### src/rtl/lsu_pkg.sv
// Shared types and the request legality check for the load/store memory port.
// LSU_MISALIGN_CHECK_EN selects whether misaligned accesses are reported or forced to alignment.
package lsu_pkg;

`ifdef LSU_MISALIGN_CHECK_EN
    localparam bit MISALIGN_CHECK = 1'b1;
`else
    localparam bit MISALIGN_CHECK = 1'b0;
`endif

    typedef enum logic [2:0] {
        F3_B  = 3'b000,
        F3_H  = 3'b001,
        F3_W  = 3'b010,
        F3_BU = 3'b100,
        F3_HU = 3'b101
    } funct3_e;

    typedef enum logic [2:0] {
        ST_IDLE  = 3'd0,
        ST_READ  = 3'd1,
        ST_DATA  = 3'd2,
        ST_WRITE = 3'd3,
        ST_RESP  = 3'd4
    } state_e;

    // Misalignment only counts as an error when the check is built in.
    function automatic logic lsu_req_err(input logic [2:0] f3, input logic we,
                                         input logic [1:0] lane);
        logic err;
        err = 1'b0;
        case (f3)
            F3_B:    err = 1'b0;
            F3_H:    err = MISALIGN_CHECK && lane[0];
            F3_W:    err = MISALIGN_CHECK && (lane != 2'b00);
            F3_BU:   err = we;
            F3_HU:   err = we || (MISALIGN_CHECK && lane[0]);
            default: err = 1'b1;
        endcase
        return err;
    endfunction

endpackage

### src/rtl/lsu_align.sv
// Combinational lane logic: extracts and extends load data from a memory word,
// and merges sub-word store data into the captured word.
module lsu_align
    import lsu_pkg::*;
(
    input  logic [31:0] word,
    input  logic [2:0]  funct3,
    input  logic [1:0]  lane,
    input  logic [31:0] wdata,
    output logic [31:0] load_data,
    output logic [31:0] store_word
);

    logic [7:0]  byte_v;
    logic [15:0] half_v;

    always_comb begin
        byte_v = word[7:0];
        case (lane)
            2'd0:    byte_v = word[7:0];
            2'd1:    byte_v = word[15:8];
            2'd2:    byte_v = word[23:16];
            default: byte_v = word[31:24];
        endcase
        half_v = lane[1] ? word[31:16] : word[15:0];

        case (funct3)
            F3_B:    load_data = {{24{byte_v[7]}}, byte_v};
            F3_BU:   load_data = {24'h0, byte_v};
            F3_H:    load_data = {{16{half_v[15]}}, half_v};
            F3_HU:   load_data = {16'h0, half_v};
            default: load_data = word;
        endcase
    end

    always_comb begin
        store_word = word;
        case (funct3)
            F3_B: begin
                case (lane)
                    2'd0:    store_word[7:0]   = wdata[7:0];
                    2'd1:    store_word[15:8]  = wdata[7:0];
                    2'd2:    store_word[23:16] = wdata[7:0];
                    default: store_word[31:24] = wdata[7:0];
                endcase
            end
            F3_H: begin
                if (lane[1]) store_word[31:16] = wdata[15:0];
                else         store_word[15:0]  = wdata[15:0];
            end
            default: store_word = wdata;
        endcase
    end

endmodule

### src/rtl/lsu_mem_port.sv
// Load/store initiator: turns RV32 B/H/W accesses into word bus cycles with RMW for sub-word stores.
// Latency load 3, SW 2, SB/SH 4, error 1; no response backpressure. LSU_MISALIGN_CHECK_EN reports misalignment.
module lsu_mem_port
    import lsu_pkg::*;
#(
    parameter int ADDR_W = 32,
    parameter int DATA_W = 32
) (
    input  logic              clk,
    input  logic              rst,
    input  logic              req_valid,
    output logic              req_ready,
    input  logic              req_we,
    input  logic [2:0]        req_funct3,
    input  logic [ADDR_W-1:0] req_addr,
    input  logic [DATA_W-1:0] req_wdata,
    output logic              resp_valid,
    output logic [DATA_W-1:0] resp_rdata,
    output logic              resp_err,
    output logic [ADDR_W-1:0] mem_addr,
    output logic [DATA_W-1:0] mem_val,
    output logic              mem_rw,
    input  logic [DATA_W-1:0] mem_res
);

    generate
        if (DATA_W != 32) begin : g_bad_data_w
            $error("lsu_mem_port supports DATA_W = 32 only");
        end
    endgenerate

    state_e              state_q, state_d;
    logic [2:0]          funct3_q, funct3_d;
    logic                we_q, we_d;
    logic [1:0]          lane_q, lane_d;
    logic [DATA_W-1:0]   wdata_q, wdata_d;
    logic                resp_valid_q, resp_valid_d;
    logic [DATA_W-1:0]   resp_rdata_q, resp_rdata_d;
    logic                resp_err_q, resp_err_d;
    logic [ADDR_W-1:0]   mem_addr_q, mem_addr_d;
    logic [DATA_W-1:0]   mem_val_q, mem_val_d;
    logic                mem_rw_q, mem_rw_d;
    logic [1:0]          lane_eff;
    logic [DATA_W-1:0]   load_data;
    logic [DATA_W-1:0]   store_word;

    lsu_align u_align (
        .word       (mem_res),
        .funct3     (funct3_q),
        .lane       (lane_q),
        .wdata      (wdata_q),
        .load_data  (load_data),
        .store_word (store_word)
    );

    // Without the check, H/W lanes are snapped to natural alignment.
    always_comb begin
        lane_eff = req_addr[1:0];
        if (!MISALIGN_CHECK) begin
            if (req_funct3[1:0] == 2'b10)      lane_eff = 2'b00;
            else if (req_funct3[1:0] == 2'b01) lane_eff[0] = 1'b0;
        end
    end

    always_comb begin
        state_d      = state_q;
        funct3_d     = funct3_q;
        we_d         = we_q;
        lane_d       = lane_q;
        wdata_d      = wdata_q;
        resp_valid_d = 1'b0;
        resp_rdata_d = resp_rdata_q;
        resp_err_d   = resp_err_q;
        mem_addr_d   = mem_addr_q;
        mem_val_d    = mem_val_q;
        mem_rw_d     = 1'b1;

        case (state_q)
            ST_IDLE: begin
                if (req_valid) begin
                    funct3_d = req_funct3;
                    we_d     = req_we;
                    lane_d   = lane_eff;
                    wdata_d  = req_wdata;
                    if (lsu_req_err(req_funct3, req_we, req_addr[1:0])) begin
                        state_d      = ST_RESP;
                        resp_valid_d = 1'b1;
                        resp_rdata_d = '0;
                        resp_err_d   = 1'b1;
                    end else if (req_we && (req_funct3 == F3_W)) begin
                        state_d    = ST_WRITE;
                        mem_addr_d = {req_addr[ADDR_W-1:2], 2'b00};
                        mem_val_d  = req_wdata;
                        mem_rw_d   = 1'b0;
                    end else begin
                        state_d    = ST_READ;
                        mem_addr_d = {req_addr[ADDR_W-1:2], 2'b00};
                    end
                end
            end
            ST_READ: state_d = ST_DATA;
            ST_DATA: begin
                if (we_q) begin
                    state_d   = ST_WRITE;
                    mem_val_d = store_word;
                    mem_rw_d  = 1'b0;
                end else begin
                    state_d      = ST_RESP;
                    resp_valid_d = 1'b1;
                    resp_rdata_d = load_data;
                    resp_err_d   = 1'b0;
                end
            end
            ST_WRITE: begin
                state_d      = ST_RESP;
                resp_valid_d = 1'b1;
                resp_rdata_d = '0;
                resp_err_d   = 1'b0;
            end
            ST_RESP: state_d = ST_IDLE;
            default: state_d = ST_IDLE;
        endcase
    end

    // Async reset forces mem_rw high at once so an uncommitted write is abandoned.
    always_ff @(posedge clk or posedge rst) begin
        if (rst) begin
            state_q      <= ST_IDLE;
            funct3_q     <= 3'b000;
            we_q         <= 1'b0;
            lane_q       <= 2'b00;
            wdata_q      <= '0;
            resp_valid_q <= 1'b0;
            resp_rdata_q <= '0;
            resp_err_q   <= 1'b0;
            mem_addr_q   <= '0;
            mem_val_q    <= '0;
            mem_rw_q     <= 1'b1;
        end else begin
            state_q      <= state_d;
            funct3_q     <= funct3_d;
            we_q         <= we_d;
            lane_q       <= lane_d;
            wdata_q      <= wdata_d;
            resp_valid_q <= resp_valid_d;
            resp_rdata_q <= resp_rdata_d;
            resp_err_q   <= resp_err_d;
            mem_addr_q   <= mem_addr_d;
            mem_val_q    <= mem_val_d;
            mem_rw_q     <= mem_rw_d;
        end
    end

    assign req_ready  = (state_q == ST_IDLE);
    assign resp_valid = resp_valid_q;
    assign resp_rdata = resp_rdata_q;
    assign resp_err   = resp_err_q;
    assign mem_addr   = mem_addr_q;
    assign mem_val    = mem_val_q;
    assign mem_rw     = mem_rw_q;

endmodule
### config.mk
export PLATFORM = sky130hd
export DESIGN_NAME = lsu_mem_port
export DESIGN_NICKNAME = d
export VERILOG_FILES = /design/src/rtl/lsu_pkg.sv /design/src/rtl/lsu_align.sv /design/src/rtl/lsu_mem_port.sv
export SDC_FILE = /design/constraint.sdc
export NUM_CORES = 1
export LEC_CHECK = 0
export ABC_CLOCK_PERIOD_IN_PS = 4220
export CAP_MARGIN = 20
export CELL_PAD_IN_SITES_DETAIL_PLACEMENT = 0
export CELL_PAD_IN_SITES_GLOBAL_PLACEMENT = 2
export CORE_UTILIZATION = 26
export CTS_CLUSTER_DIAMETER = 50
export CTS_CLUSTER_SIZE = 16
export DETAILED_ROUTE_END_ITERATION = 12
export PLACE_DENSITY = 0.76
export SYNTH_ARGS = -nofsm -noshare
export SYNTH_HDL_FRONTEND = slang
export SYNTH_SLANG_ARGS = --single-unit
### constraint.sdc
create_clock -name clk -period 4.22 [get_ports clk]
set_input_delay 0.844 -clock clk [delete_from_list [all_inputs] [get_ports clk]]
set_output_delay 0.844 -clock clk [all_outputs]
set_load 0.03 [all_outputs]
==> results.toml <==
[power]
power_density_mw_per_mm2 = 793
power_leakage_nw = 4.16
ir_drop_v = 0.000286

[sta]
worst_slew_pin_slew_ns = 0.853
fin_crit_sh_pct = 69.0
period_needed_ns = 2.91
tns_ns = 0
rsz0062_at_grt = "no"
hold_ws_ns = 0.478
max_freq_mhz = 343
drv_slew = 0
max_slew_margin_pct = 43.0
setup_violations = 0
hold_violations = 0
fin_skew_ns = 0.00889

[yosys]
synthCells = 684
avgSynthCellArea_um2 = 9.82
ys_warn_count = 0
async_flop_share_pct = 100
ys_types = 62
yosys_most_used_dff = "dfrtp_1"
synth_seq_cells = 138
synth_area_mm2 = 0.00672
seq_area_frac_synth_pct = 51.4
synth_edf_count = 0

[placement]
placed_cells = 1178
gp_congestion = 0.780
post-dp-hpwl_mm = 17.4
io_buffer_count = 200

[clock_tree]
ctsResizeCount = 0
post_cts.repair.setup_buffers = 0
root_buffer = "clkbuf_16"
cts.hold.buffers_added = 0
h-tree-depth = 4
clk_pin_slew_ns = 0.06
clock-sinks = 138
numCtsBuffers = 17
cts_buffer_depth = 2
clkLatencyLatePin_ns = 0.42
cts_tree = "yes"

[cells_and_area]
nets = 970
final_cell_mix = "clkdlybuf4s50_1 (200), nand2_1 (161), dfrtp_1 (137)"
instances_no_fill = 1210
final_common_cell = "clkdlybuf4s50_1"
drive_gt1_share_pct = 11.4
area_growth_syn_to_layout_pct = 44.1
n_antenna_cell = 0

[route]
firstDrtPassIters = 5
avgViaCountPerCell = 4.94
finalWirelength_mm = 24.1
vias = 5979
drc = 0
wire_per_inst_um = 19.9
drt-initial-drc-count = 434
antenna_left = 0

[die]
initial_core_util_pct = 26.6
fp.coreArea_mm2 = 0.0253
row_count = 58
fp.dieH_um = 163
ios = 203
fp.dieW_um = 163
die_area_mm2 = 0.0265

[min_path]
hp-class = "flop to flop"

[worst_setup_path]
crit_required_ns = 4.50
worstPathMaxFanout = 38
crit_arrival_ns = 3.19
worst-setup-path-type = "input pin to flop"
max_stage_delay_ns = 0.74
critPathSlowestCell = "or4b_4"
end_kind = "flop"
crit_chain = "clkdlybuf4s50_1 > or4b_4 > o21ai_4 > inv_2 > nor3_1 > a211oi_2"
critPathTopFamily = "simple AND/OR/NAND/NOR gates"
critPathLaunchType = "input pin"
crit_buf_inv = 2

[global_route]
grt_usage_pct = 18.6
grt-ovfl-total = 0
grt_pass1_vias = 6091
grt_max_degree = 66
grt_antenna_before_repair = 0
grt_pass1_wl_mm = 36.9

[flow_run]
maxCapViolCount = 0

[run_status]
outcome = "finished clean"
-- worst min-delay path, cell delays in order (launching register included) --
cell	delay [ns]
dfrtp_1	0.34
nand2_1	0.05
nand2_1	0.05
-- cell usage after synthesis, drive strengths merged (2+ instances only) --
cell / number / share of area, %
nand2: 161 / 9.0
dfrtp: 137 / 51
o21ai: 53 / 4.2
mux2: 35 / 5.9
buf: 25 / 2.2
clkbuf: 25 / 1.4
a21oi: 23 / 1.7
nor2: 22 / 1.3
a22oi: 17 / 2.0
mux2i: 17 / 2.5
o211ai: 16 / 1.8
and3: 14 / 1.3
nand2b: 12 / 1.1
o21a: 12 / 1.3
nand3: 10 / 0.74
a31oi: 8 / 0.74
nor3: 8 / 0.60
or4: 8 / 0.89
a2111oi: 7 / 0.91
a211oi: 7 / 0.86
inv: 7 / 0.39
o221a: 7 / 1.2
a32o: 6 / 0.89
o221ai: 6 / 0.78
or3: 6 / 0.56
nor2b: 5 / 0.47
o21bai: 3 / 0.34
a211o: 2 / 0.26
a21boi: 2 / 0.22
a21o: 2 / 0.22
nor3b: 2 / 0.30
nor4b: 2 / 0.58
or2: 2 / 0.19
-- stage by stage --
step | util [%] | worst slack (ns) | instance area (um^2) | total power, W
floorplan | - | 1.66 | 6730 | 0.00453
global placement | 35.7 | 0.899 | 9010 | 0.00597
detailed placement | 35.7 | 0.835 | 9010 | 0.00599
CTS | 38.4 | 1.29 | 9690 | 0.00774
global route | 38.4 | 1.11 | 9690 | 0.00812
finish | 38.4 | 1.31 | 9690 | 0.00768
-- logic make-up (layout without fill, tap and decap cells) --
| group | after synthesis | after routing | share of synthesized area [%] |
|---|---|---|---|
| flip-flops | 138 | 138 | 51.4 |
| AND/OR/NAND/NOR | 260 | 260 | 18.1 |
| other | 1 | 2 | 0.0558 |
| buffers and inverters | 57 | 252 | 4.04 |
| AO/OA/AOI/OAI | 176 | 176 | 18.0 |
| multiplexers | 52 | 52 | 8.40 |
-- area by class of cell --
| cell class | instances | area (um^2) |
|---|---|---|
| tap | 330 | 413 |
| sequential | 138 | 3450 |
| multi-input combinational | 490 | 3010 |
| inverter | 7 | 30.0 |
| clock buffer | 22 | 484 |
| fill | 2536 | 15600 |
| clock inverter | 10 | 188 |
| timing repair buffer | 213 | 2110 |
-- sequential cells by signal, summed over array words and instances (netlist names) --
register,cells
funct3_q,3
lane_q,2
mem_addr,30
mem_rw,1
mem_val,32
resp_err,1
resp_rdata,32
resp_valid,1
state_q,3
wdata_q,32
we_q,1
-- metal layers --
layer	global-route usage (%)	vias up	routed length (um)
li1	-	2809	-
met1	26.3	2949	11400
met2	29.0	204	11200
met3	3.87	17	1370
met4	3.74	0	179
met5	0	-	0
-- path summary, 6_finish.rpt --
path                              from          end  slack, ns  depth (start not counted)
max                          req_valid  mem_val[27]       1.31                          6
min                        wdata_q[30]  wdata_q[30]       0.48                          2
max reg2reg                 state_q[1]  mem_val[27]       1.49                          5
min reg2reg                wdata_q[30]  wdata_q[30]       0.48                          2
max in group asynchronous          rst       mem_rw       2.44                          3
min in group asynchronous          rst   state_q[0]       0.94                          2
-- power by group --
group / internal (W) / total (W) / switching [W]
clock: 0.00111 / 0.00172 / 0.000603
sequential: 0.00189 / 0.00241 / 0.000512
combinational: 0.00146 / 0.00356 / 0.00210
total: 0.00447 / 0.00768 / 0.00322
Note: power is estimated with default switching activity, not from simulation.
